$ cat src/rtl/ternary_pkg.sv
// Shared ternary types for the register-file datapath: 2-bit trit encoding,
// trit constants and the R0/invalid-address test used by writeback.
package ternary_pkg;

   typedef logic [1:0] trit_t;

   localparam trit_t T_ZERO    = 2'b00;
   localparam trit_t T_POS_ONE = 2'b01;
   localparam trit_t T_NEG_ONE = 2'b10;

   localparam int unsigned WB_ADDR_TRITS = 2;

   function automatic logic trit_is_valid(input trit_t t);
      return t != 2'b11;
   endfunction

   // An address with any unencodable trit is folded onto R0 so it can never write.
   function automatic logic trit2_is_r0(input trit_t [WB_ADDR_TRITS-1:0] a);
      return !trit_is_valid(a[1]) || !trit_is_valid(a[0]) ||
             ((a[1] == T_ZERO) && (a[0] == T_ZERO));
   endfunction

endpackage

$ cat src/rtl/ternary_wb_fifo.sv
// Load-result queue for the writeback arbiter: synchronous FIFO of (addr, data)
// entries, exposing per-entry address/valid so hazards can be queried.
module ternary_wb_fifo
   import ternary_pkg::*;
#(
   parameter  int DEPTH      = 2,
   parameter  int TRIT_WIDTH = 27,
   localparam int CNT_W      = $clog2(DEPTH + 1)
) (
   input  logic                             clk,
   input  logic                             rst_n,
   input  logic                             i_push,
   input  trit_t [1:0]                      i_push_addr,
   input  trit_t [TRIT_WIDTH-1:0]           i_push_data,
   input  logic                             i_pop,
   output trit_t [1:0]                      o_head_addr,
   output trit_t [TRIT_WIDTH-1:0]           o_head_data,
   output logic  [CNT_W-1:0]                o_count,
   output logic                             o_full,
   output logic                             o_empty,
   output logic  [DEPTH-1:0]                o_entry_valid,
   output trit_t [DEPTH-1:0][1:0]           o_entry_addr
);

   localparam int PTR_W = (DEPTH > 1) ? $clog2(DEPTH) : 1;

   logic  [PTR_W-1:0]      r_wr_ptr;
   logic  [PTR_W-1:0]      r_rd_ptr;
   logic  [CNT_W-1:0]      r_count;
   logic  [DEPTH-1:0]      r_valid;
   trit_t [1:0]            r_mem_addr [DEPTH];
   trit_t [TRIT_WIDTH-1:0] r_mem_data [DEPTH];

   function automatic logic [PTR_W-1:0] ptr_inc(input logic [PTR_W-1:0] p);
      return (p == PTR_W'(DEPTH - 1)) ? '0 : p + 1'b1;
   endfunction

   always_ff @(posedge clk) begin
      if (!rst_n) begin
         r_wr_ptr <= '0;
         r_rd_ptr <= '0;
         r_count  <= '0;
         r_valid  <= '0;
      end else begin
         if (i_pop) begin
            r_rd_ptr           <= ptr_inc(r_rd_ptr);
            r_valid[r_rd_ptr]  <= 1'b0;
         end
         if (i_push) begin
            r_wr_ptr           <= ptr_inc(r_wr_ptr);
            r_valid[r_wr_ptr]  <= 1'b1;
         end
         case ({i_push, i_pop})
            2'b10:   r_count <= r_count + 1'b1;
            2'b01:   r_count <= r_count - 1'b1;
            default: r_count <= r_count;
         endcase
      end
   end

   // NOTE: storage carries no reset; r_valid and r_count gate every use of it.
   always_ff @(posedge clk) begin
      if (i_push) begin
         r_mem_addr[r_wr_ptr] <= i_push_addr;
         r_mem_data[r_wr_ptr] <= i_push_data;
      end
   end

   assign o_head_addr   = r_mem_addr[r_rd_ptr];
   assign o_head_data   = r_mem_data[r_rd_ptr];
   assign o_count       = r_count;
   assign o_full        = (r_count == CNT_W'(DEPTH));
   assign o_empty       = (r_count == '0);
   assign o_entry_valid = r_valid;

   always_comb begin
      for (int i = 0; i < DEPTH; i++) begin
         o_entry_addr[i] = r_mem_addr[i];
      end
   end

endmodule

$ cat src/rtl/ternary_writeback_arbiter.sv
// Writeback stage owning the ternary register file's single write port: merges
// the fixed-latency ALU path with queued load results, with anti-starvation.
module ternary_writeback_arbiter
   import ternary_pkg::*;
#(
   parameter  int TRIT_WIDTH   = 27,
   parameter  int DEPTH        = 2,
   parameter  int STARVE_LIMIT = 4,
   localparam int CNT_W        = $clog2(DEPTH + 1)
) (
   input  logic                   clk,
   input  logic                   rst_n,
   input  logic                   alu_valid,
   input  trit_t [1:0]            alu_rd_addr,
   input  trit_t [TRIT_WIDTH-1:0] alu_data,
   output logic                   alu_stall,
   input  logic                   mem_valid,
   output logic                   mem_ready,
   input  trit_t [1:0]            mem_rd_addr,
   input  trit_t [TRIT_WIDTH-1:0] mem_data,
   output logic                   rf_we,
   output trit_t [1:0]            rf_rd_addr,
   output trit_t [TRIT_WIDTH-1:0] rf_rd_data,
   input  trit_t [1:0]            hz_addr,
   output logic                   hz_pending,
   output logic  [CNT_W-1:0]      fifo_count
);

   localparam int SW = $clog2(STARVE_LIMIT + 1);

   logic                   r_alu_stall;
   logic [SW-1:0]          r_starve;

   logic                   w_fifo_full;
   logic                   w_fifo_empty;
   trit_t [1:0]            w_head_addr;
   trit_t [TRIT_WIDTH-1:0] w_head_data;
   logic  [DEPTH-1:0]      w_entry_valid;
   trit_t [DEPTH-1:0][1:0] w_entry_addr;
   logic                   w_push;
   logic                   w_pop;
   logic                   w_alu_grant;
   logic                   w_starve_hit;
   logic                   w_hz;

   ternary_wb_fifo #(
      .DEPTH      (DEPTH),
      .TRIT_WIDTH (TRIT_WIDTH)
   ) u_fifo (
      .clk           (clk),
      .rst_n         (rst_n),
      .i_push        (w_push),
      .i_push_addr   (mem_rd_addr),
      .i_push_data   (mem_data),
      .i_pop         (w_pop),
      .o_head_addr   (w_head_addr),
      .o_head_data   (w_head_data),
      .o_count       (fifo_count),
      .o_full        (w_fifo_full),
      .o_empty       (w_fifo_empty),
      .o_entry_valid (w_entry_valid),
      .o_entry_addr  (w_entry_addr)
   );

   // R0 loads complete the handshake but are dropped rather than queued.
   assign mem_ready    = rst_n && !w_fifo_full;
   assign w_push       = mem_valid && mem_ready && !trit2_is_r0(mem_rd_addr);
   assign w_alu_grant  = !r_alu_stall && alu_valid && !trit2_is_r0(alu_rd_addr);
   assign w_pop        = !w_alu_grant && !w_fifo_empty;
   assign w_starve_hit = w_alu_grant && !w_fifo_empty &&
                         (r_starve == SW'(STARVE_LIMIT - 1));
   assign alu_stall    = r_alu_stall;

   always_ff @(posedge clk) begin
      if (!rst_n) begin
         rf_we       <= 1'b0;
         rf_rd_addr  <= {T_ZERO, T_ZERO};
         rf_rd_data  <= {TRIT_WIDTH{T_ZERO}};
         r_alu_stall <= 1'b0;
         r_starve    <= '0;
      end else begin
         rf_we       <= w_alu_grant || w_pop;
         r_alu_stall <= w_starve_hit;
         if (w_alu_grant) begin
            rf_rd_addr <= alu_rd_addr;
            rf_rd_data <= alu_data;
         end else if (w_pop) begin
            rf_rd_addr <= w_head_addr;
            rf_rd_data <= w_head_data;
         end
         // Counter peaks at STARVE_LIMIT; the forced pop that follows clears it.
         if (w_pop || w_fifo_empty) begin
            r_starve <= '0;
         end else if (w_alu_grant) begin
            r_starve <= r_starve + 1'b1;
         end
      end
   end

   // NOTE: default assigned first so this combinational block cannot infer a latch.
   always_comb begin
      w_hz = 1'b0;
      for (int i = 0; i < DEPTH; i++) begin
         if (w_entry_valid[i] && (w_entry_addr[i] == hz_addr)) begin
            w_hz = 1'b1;
         end
      end
      if (trit2_is_r0(hz_addr)) begin
         w_hz = 1'b0;
      end
   end

   assign hz_pending = w_hz;

endmodule
$ cat config.mk
export PLATFORM = sky130hd
export DESIGN_NAME = ternary_writeback_arbiter
export DESIGN_NICKNAME = d
export VERILOG_FILES = /design/src/rtl/ternary_pkg.sv /design/src/rtl/ternary_wb_fifo.sv /design/src/rtl/ternary_writeback_arbiter.sv
export SDC_FILE = /design/constraint.sdc
export NUM_CORES = 1
export LEC_CHECK = 0
export BUFFER_PORTS_ARGS = -buffer_cell sky130_fd_sc_hd__buf_2
export CORE_ASPECT_RATIO = 2
export CORE_MARGIN = 2
export CORE_UTILIZATION = 23
export CTS_BUF_LIST = sky130_fd_sc_hd__clkbuf_8
export CTS_CLUSTER_DIAMETER = 100
export DETAILED_ROUTE_END_ITERATION = 8
export SKIP_CTS_REPAIR_TIMING = 1
export SLEW_MARGIN = 0
export SYNTH_ARGS = -nofsm -noshare
export SYNTH_HDL_FRONTEND = slang
export SYNTH_SLANG_ARGS = --single-unit
$ cat constraint.sdc
create_clock -name clk -period 6.35 [get_ports clk]
set_input_delay 1.27 -clock clk [delete_from_list [all_inputs] [get_ports clk]]
set_output_delay 1.27 -clock clk [all_outputs]
set_load 0.01 [all_outputs]
======== Word-level counts from Yosys, hierarchy flattened ========
Memories as Yosys holds them, arrays and structs flattened. A register that Yosys moved wholly into a read port is not among the register bits.
Index checks and enable logic that the tools add are counted.
storage, ports and cells
  logic and storage cells ................. 131
  RAM bits ................................ 116
  flip-flop bits (word level) ............. 69
  input bits .............................. 124
  memories ................................ 2
  output and inout bits ................... 64
memories
  name               words  bits a word  read ports  clocked after memory_dff  wr ports  RTL line               text
  u_fifo.r_mem_data  2      54           1           1                         1         ternary_wb_fifo.sv:32  trit_t [TRIT_WIDTH-1:0] r_mem_data [DEPTH];
  u_fifo.r_mem_addr  2      4            3           1                         1         ternary_wb_fifo.sv:31  trit_t [1:0] r_mem_addr [DEPTH];
operators by class
  magnitude comparators ................... 4
  muxes and demuxes ....................... 23
  bitwise gates (word level) .............. 4
  eq/ne operators ......................... 12
  reduce and logical (&&, ||, !) cells .... 45
  add/sub/neg operators ................... 5
operators by type and width
  kind                 count
  $mux 54              2
  $logic_and 1x1->1    15
  $logic_not 2->1      7
  $mux 1               13
  $logic_not 1->1      12
  $ne 2x2->1 const B   6
  $eq 4x4->1           2
  $logic_or 1x1->1     8
  $mux 4               2
  $mux 2               3
  $eq 2x2->1 const B   2
  $lt 1x2->1 const B   2
  $pmux 2 s2           1
  $reduce_bool 2->1    2
  $add 3x1->3 const B  1
  $eq 3x2->1 const B   1
  $add 1x1->1 const B  2
  $add 2x1->2 const B  1
  $and 2x2->2          1
  $demux 1 s1          2
  $eq 2x1->1 const B   1
  $ge 1x1->1 const B   2
  $not 2->2            1
  $or 2x2->2           1
  3 further kinds      3

======== Depth between registers and ports, before layout ========
  depth after elaboration ................. 12
  gate-level depth with buffers ........... 7
  gate-level depth less buffers ........... 5

======== Modules after synthesis ========
From an unflattened synthesis, not the netlist that was laid out.
unflattened totals
  cell total of the unflattened synthesis .. 526
  area, all modules ....................... 7384.6 um2
by module, submodules not included
  module                     instances  cells each  area an instance (um2)  seq. area each (um2)
  ternary_wb_fifo            1          209         4465.5                  3623.5
  ternary_writeback_arbiter  1          317         2919.0                  1261.2

======== Worst setup path after synthesis ========
OpenSTA, ideal clock, no wires.
  kind .................................... input -> register
  from .................................... in rst_n
  to ...................................... mem u_fifo.r_mem_addr[0][0] (netlist name), enable pin
  arrival time ............................ 3.243 ns
  required time ........................... 5.938 ns
  buffers on the path ..................... 0
  stages .................................. 4
  library setup time ...................... 0.412 ns
  slack ................................... 2.695 ns
  cells stage by stage .................... inv_1 -> or3_4 -> or3_1 -> inv_1
on the way
  word-level cells in the longest chain between the ends .. 5
ends and longest elaborated chain
  what                             RTL line                         text
  from (decl)                      ternary_writeback_arbiter.sv:12  input logic rst_n,
  $logic_and 1x1->1                ternary_writeback_arbiter.sv:66  assign mem_ready = rst_n && !w_fifo_full;
  $logic_and 1x1->1 (2 in series)  ternary_writeback_arbiter.sv:67  assign w_push = mem_valid && mem_ready && !trit2_is_r0(mem_rd_addr);
  $mux 1                           ternary_wb_fifo.sv:63            if (i_push) begin
  $mux 1 (implied by the code)     ternary_wb_fifo.sv:64            r_mem_addr[r_wr_ptr] <= i_push_addr;
  to (decl)                        ternary_wb_fifo.sv:31
No other way between the ends.

======== Worst setup path in the final report ========
  from .................................... in rst_n
  to ...................................... out mem_ready
on the way
  word-level cells in the longest chain between the ends .. 1
ends and longest elaborated chain
  what               RTL line                         text
  $logic_and 1x1->1  ternary_writeback_arbiter.sv:66
  to (decl)          ternary_writeback_arbiter.sv:18  output logic mem_ready,
No other way between the ends.

==> run_results.csv <==
group,metric,value,unit
drt,dr_total_vias,4988,
timing,fin_hold_ws,0.4324,ns
floorplan,die_area,32850,sq um
pwr,ir_drop,0.0001472,V
logic_synthesis,synth_area_leaders,"edfxtp_1, dfxtp_1, mux2i_1",
pwr,combPwrFrac,0.202,
setup_path,critical_path_class,"in -> out",
logic_synthesis,synth_top_area_frac,0.4834,
setup_path,r2r_setup_slack,3.56,ns
timing,finClkSkew,0.01496,ns
pwr,leakagePower,3.267,nW
layout,area_growth,23.77,%
logic_synthesis,syn_area_per_cell,12.40,sq um
drt,wl_per_cell,15.47,microns
hold_path,min_to,"r_starve[0]",
global_route,grt_usage,0.1136,
floorplan,fp-row-count,91,
setup_path,path_max_fanout,66,
layout,fin_util,0.2890,
floorplan,die_x,129.2,microns
clock_tree,path_clk_slew,0.10,ns
setup_path,arrival,2.41,ns
logic_synthesis,syn_area,7206,sq um
pwr,p_sw,0.8002,mW
timing,rsz0062_at_grt,"false",
logic_synthesis,synth_most_common_cell,"nor2_1",
drt,vias_per_cell,4.188,
drt,first_pass_iters,4,
pwr,switching_share,0.2960,
timing,finalCriticalPeriod,3.675,ns
pwr,p_seq_frac,0.527,
clock_tree,cts_tree,"built",
timing,tightestPinTransition,0.9363,ns
timing,setup_violations,0,
floorplan,die_h,254.3,microns
global_route,grt_pass1_wl,27040,microns
global_route,grt_max_degree,92,
pwr,power_density,303.2,nW/um^2
timing,fmax,272.1,MHz
global_route,grt-ovfl-total,0,
setup_path,timing.rr.start,"u_fifo.o_count[0]",
timing,fin_crit_sh,0.5788,
pwr,p_total,2.704,mW
layout,fin_nets,881,
logic_synthesis,yosys-top-cells-count,"nor2_1, edfxtp_1, dfxtp_1",
logic_synthesis,synth_edf_count,116,
drt,routed_wl,18430,microns
clock_tree,root_buffer,"clkbuf_8",
setup_path,rr_endpoint,"u_fifo.r_mem_data[0][35]",
logic_synthesis,yosysUniqueCellTypes,31,
setup_path,critPathRequiredTime,5.08,ns
logic_synthesis,synth-seq-cells,186,
pwr,clkPwrFrac,0.271,
hold_path,hp-start,"r_starve[0]",
logic_synthesis,syn-instance-count,581,
layout,fillCellCount,3204,
clock_tree,numCtsBuffers,17,
floorplan,io_pins,188,
clock_tree,insertion_delay,0.49,ns
drt,drc,0,
placement,place.gp.congestion,0.8244,
setup_path,endpoint_kind,"output pin",
logic_synthesis,ys_warn_count,0,
placement,dp_hpwl,12780,microns
hold_path,hold-path-cell-count,1,
clock_tree,cts_buffer_depth,2,
logic_synthesis,synth_ff_type,"edfxtp_1",
logic_synthesis,syn_nets,707,
global_route,antenna_found_initial,7,
floorplan,initial_utilization,0.2335,
clock_tree,htreeDepth,4,
clock_tree,clock-sinks,186,
timing,finalMaxSlewViolations,0,
layout,fin_cells,1191,
drt,drt_iter0_drc,171,
hold_path,min_path_type,"reg -> reg",
timing,finalHoldViolCount,0,
placement,dp.cells,1154,
drt,ant_nets,0,
setup_path,startpoint_type,"primary input",
run_status,status,"finished, final reports clean",
timing,setup_tns,0,ns
placement,port_buffers,187,
floorplan,core_area,30860,sq um
global_route,grt_pass1_vias,4992,
pwr,p_int,1.903,mW
timing,slew_headroom,0.3758,
logic_synthesis,synth.yosys.seq_area_share,0.6779,
logic_synthesis,synth_area_leader_cell,"edfxtp_1",
layout,drive_above_1_share,0.3008,
logic_synthesis,synthArstFlopShare,0,
setup_path,r2r_cells,5,
run,cap_viol_max_count,0,
-- layout make-up --
| type | instances | area [sq um] | share of cell area |
|---|---|---|---|
| Clock inverter | 15 | 112.6 | 0.01263 |
| Clock buffer | 17 | 234.0 | 0.02623 |
| Multi-Input combinational cell | 349 | 2130 | 0.2388 |
| Antenna cell | 5 | 12.51 | 0.001403 |
| Timing Repair Buffer | 195 | 996.0 | 0.1117 |
| Inverter | 6 | 22.52 | 0.002525 |
| Sequential cell | 186 | 4888 | 0.5481 |
| Tap cell | 418 | 523.0 | 0.05864 |
-- state kept, by name, summed over array words and instances, names as in the netlist, named ones only --
name	flops
u_fifo.r_wr_ptr	1
u_fifo.r_rd_ptr	1
rf_we	1
alu_stall	1
u_fifo.o_count	2
u_fifo.o_entry_valid	2
r_starve	3
u_fifo.r_mem_data	108
rf_rd_addr	4
rf_rd_data	54
u_fifo.r_mem_addr	8
-- layer usage --
metal / wire length [microns] / share of wire / up-vias / track usage
met1: 6523 / 0.35 / 2338 / 0.1070
met3: 987 / 0.054 / 39 / 0.03063
met4: 773 / 0.042 / 4 / 0.07857
li1: - / - / 2468 / -
met2: 10120 / 0.55 / 139 / 0.2086
met5: 27 / 0.0015 / - / 0
-- power groups by stage --
stage               sequential (mW)  combinational (mW)  clock (mW)
detailed placement             1.46               0.556           0
finish                         1.43               0.546       0.732
global route                   1.44               0.618       0.810
floorplan                      1.46               0.358           0
CTS                            1.43               0.559       0.771
global placement               1.45               0.546           0
-- worst max-delay path, stage by stage --
cell    delay (ns)
buf_2         0.14
inv_2         0.06
buf_4         0.65
nor2_1        0.11
buf_2         0.17
-- placed cells by master (no fill, tap or decap), types with 5 or more instances in the layout --
cell,Yosys,final
inv_1,6,6
nand2_1,7,7
xor2_1,6,6
clkbuf_8,0,17
nor2_1,128,128
mux2i_1,58,58
a211oi_1,58,58
dfxtp_1,70,69
edfxtp_1,116,116
buf_2,14,187
buf_4,1,8
diode_2,0,5
a21oi_1,62,62
-- kinds of logic (layout without fill, tap and decap cells) --
family	after synthesis	count (layout)	share of synthesized area
other	0	5	0
adder cells (fa/ha/maj)	2	2	0.003472
AO/OA/AOI/OAI	128	128	0.1117
buffers and inverters	46	233	0.02691
flip-flops	186	186	0.6779
AND/OR/NAND/NOR	150	150	0.08578
multiplexers	59	59	0.08213
XOR/XNOR	10	10	0.01215
-- worst max path at each step --
stage | from | endpoint | slack [ns] | cells after the start
2_1_floorplan | rst_n | u_fifo.r_mem_addr[0][0] | 2.70 | 4
3_3_place_gp | rst_n | mem_ready | 2.67 | 5
3_5_place_dp | mem_rd_addr[0] | u_fifo.r_mem_data[0][31] | 2.64 | 6
4_1_cts | rst_n | mem_ready | 2.65 | 5
5_1_grt | rst_n | mem_ready | 2.60 | 5
6_report | rst_n | mem_ready | 2.67 | 5
-- stage by stage --
stage                     area (sq um)  setup slack [ns]
after floorplan                   7206             2.695
after global placement            8559             2.666
after detailed placement          8559             2.643
after CTS                         8906             2.650
after global routing              8916             2.603
final                             8919             2.675
Note: power is estimated with default switching activity, not from simulation.
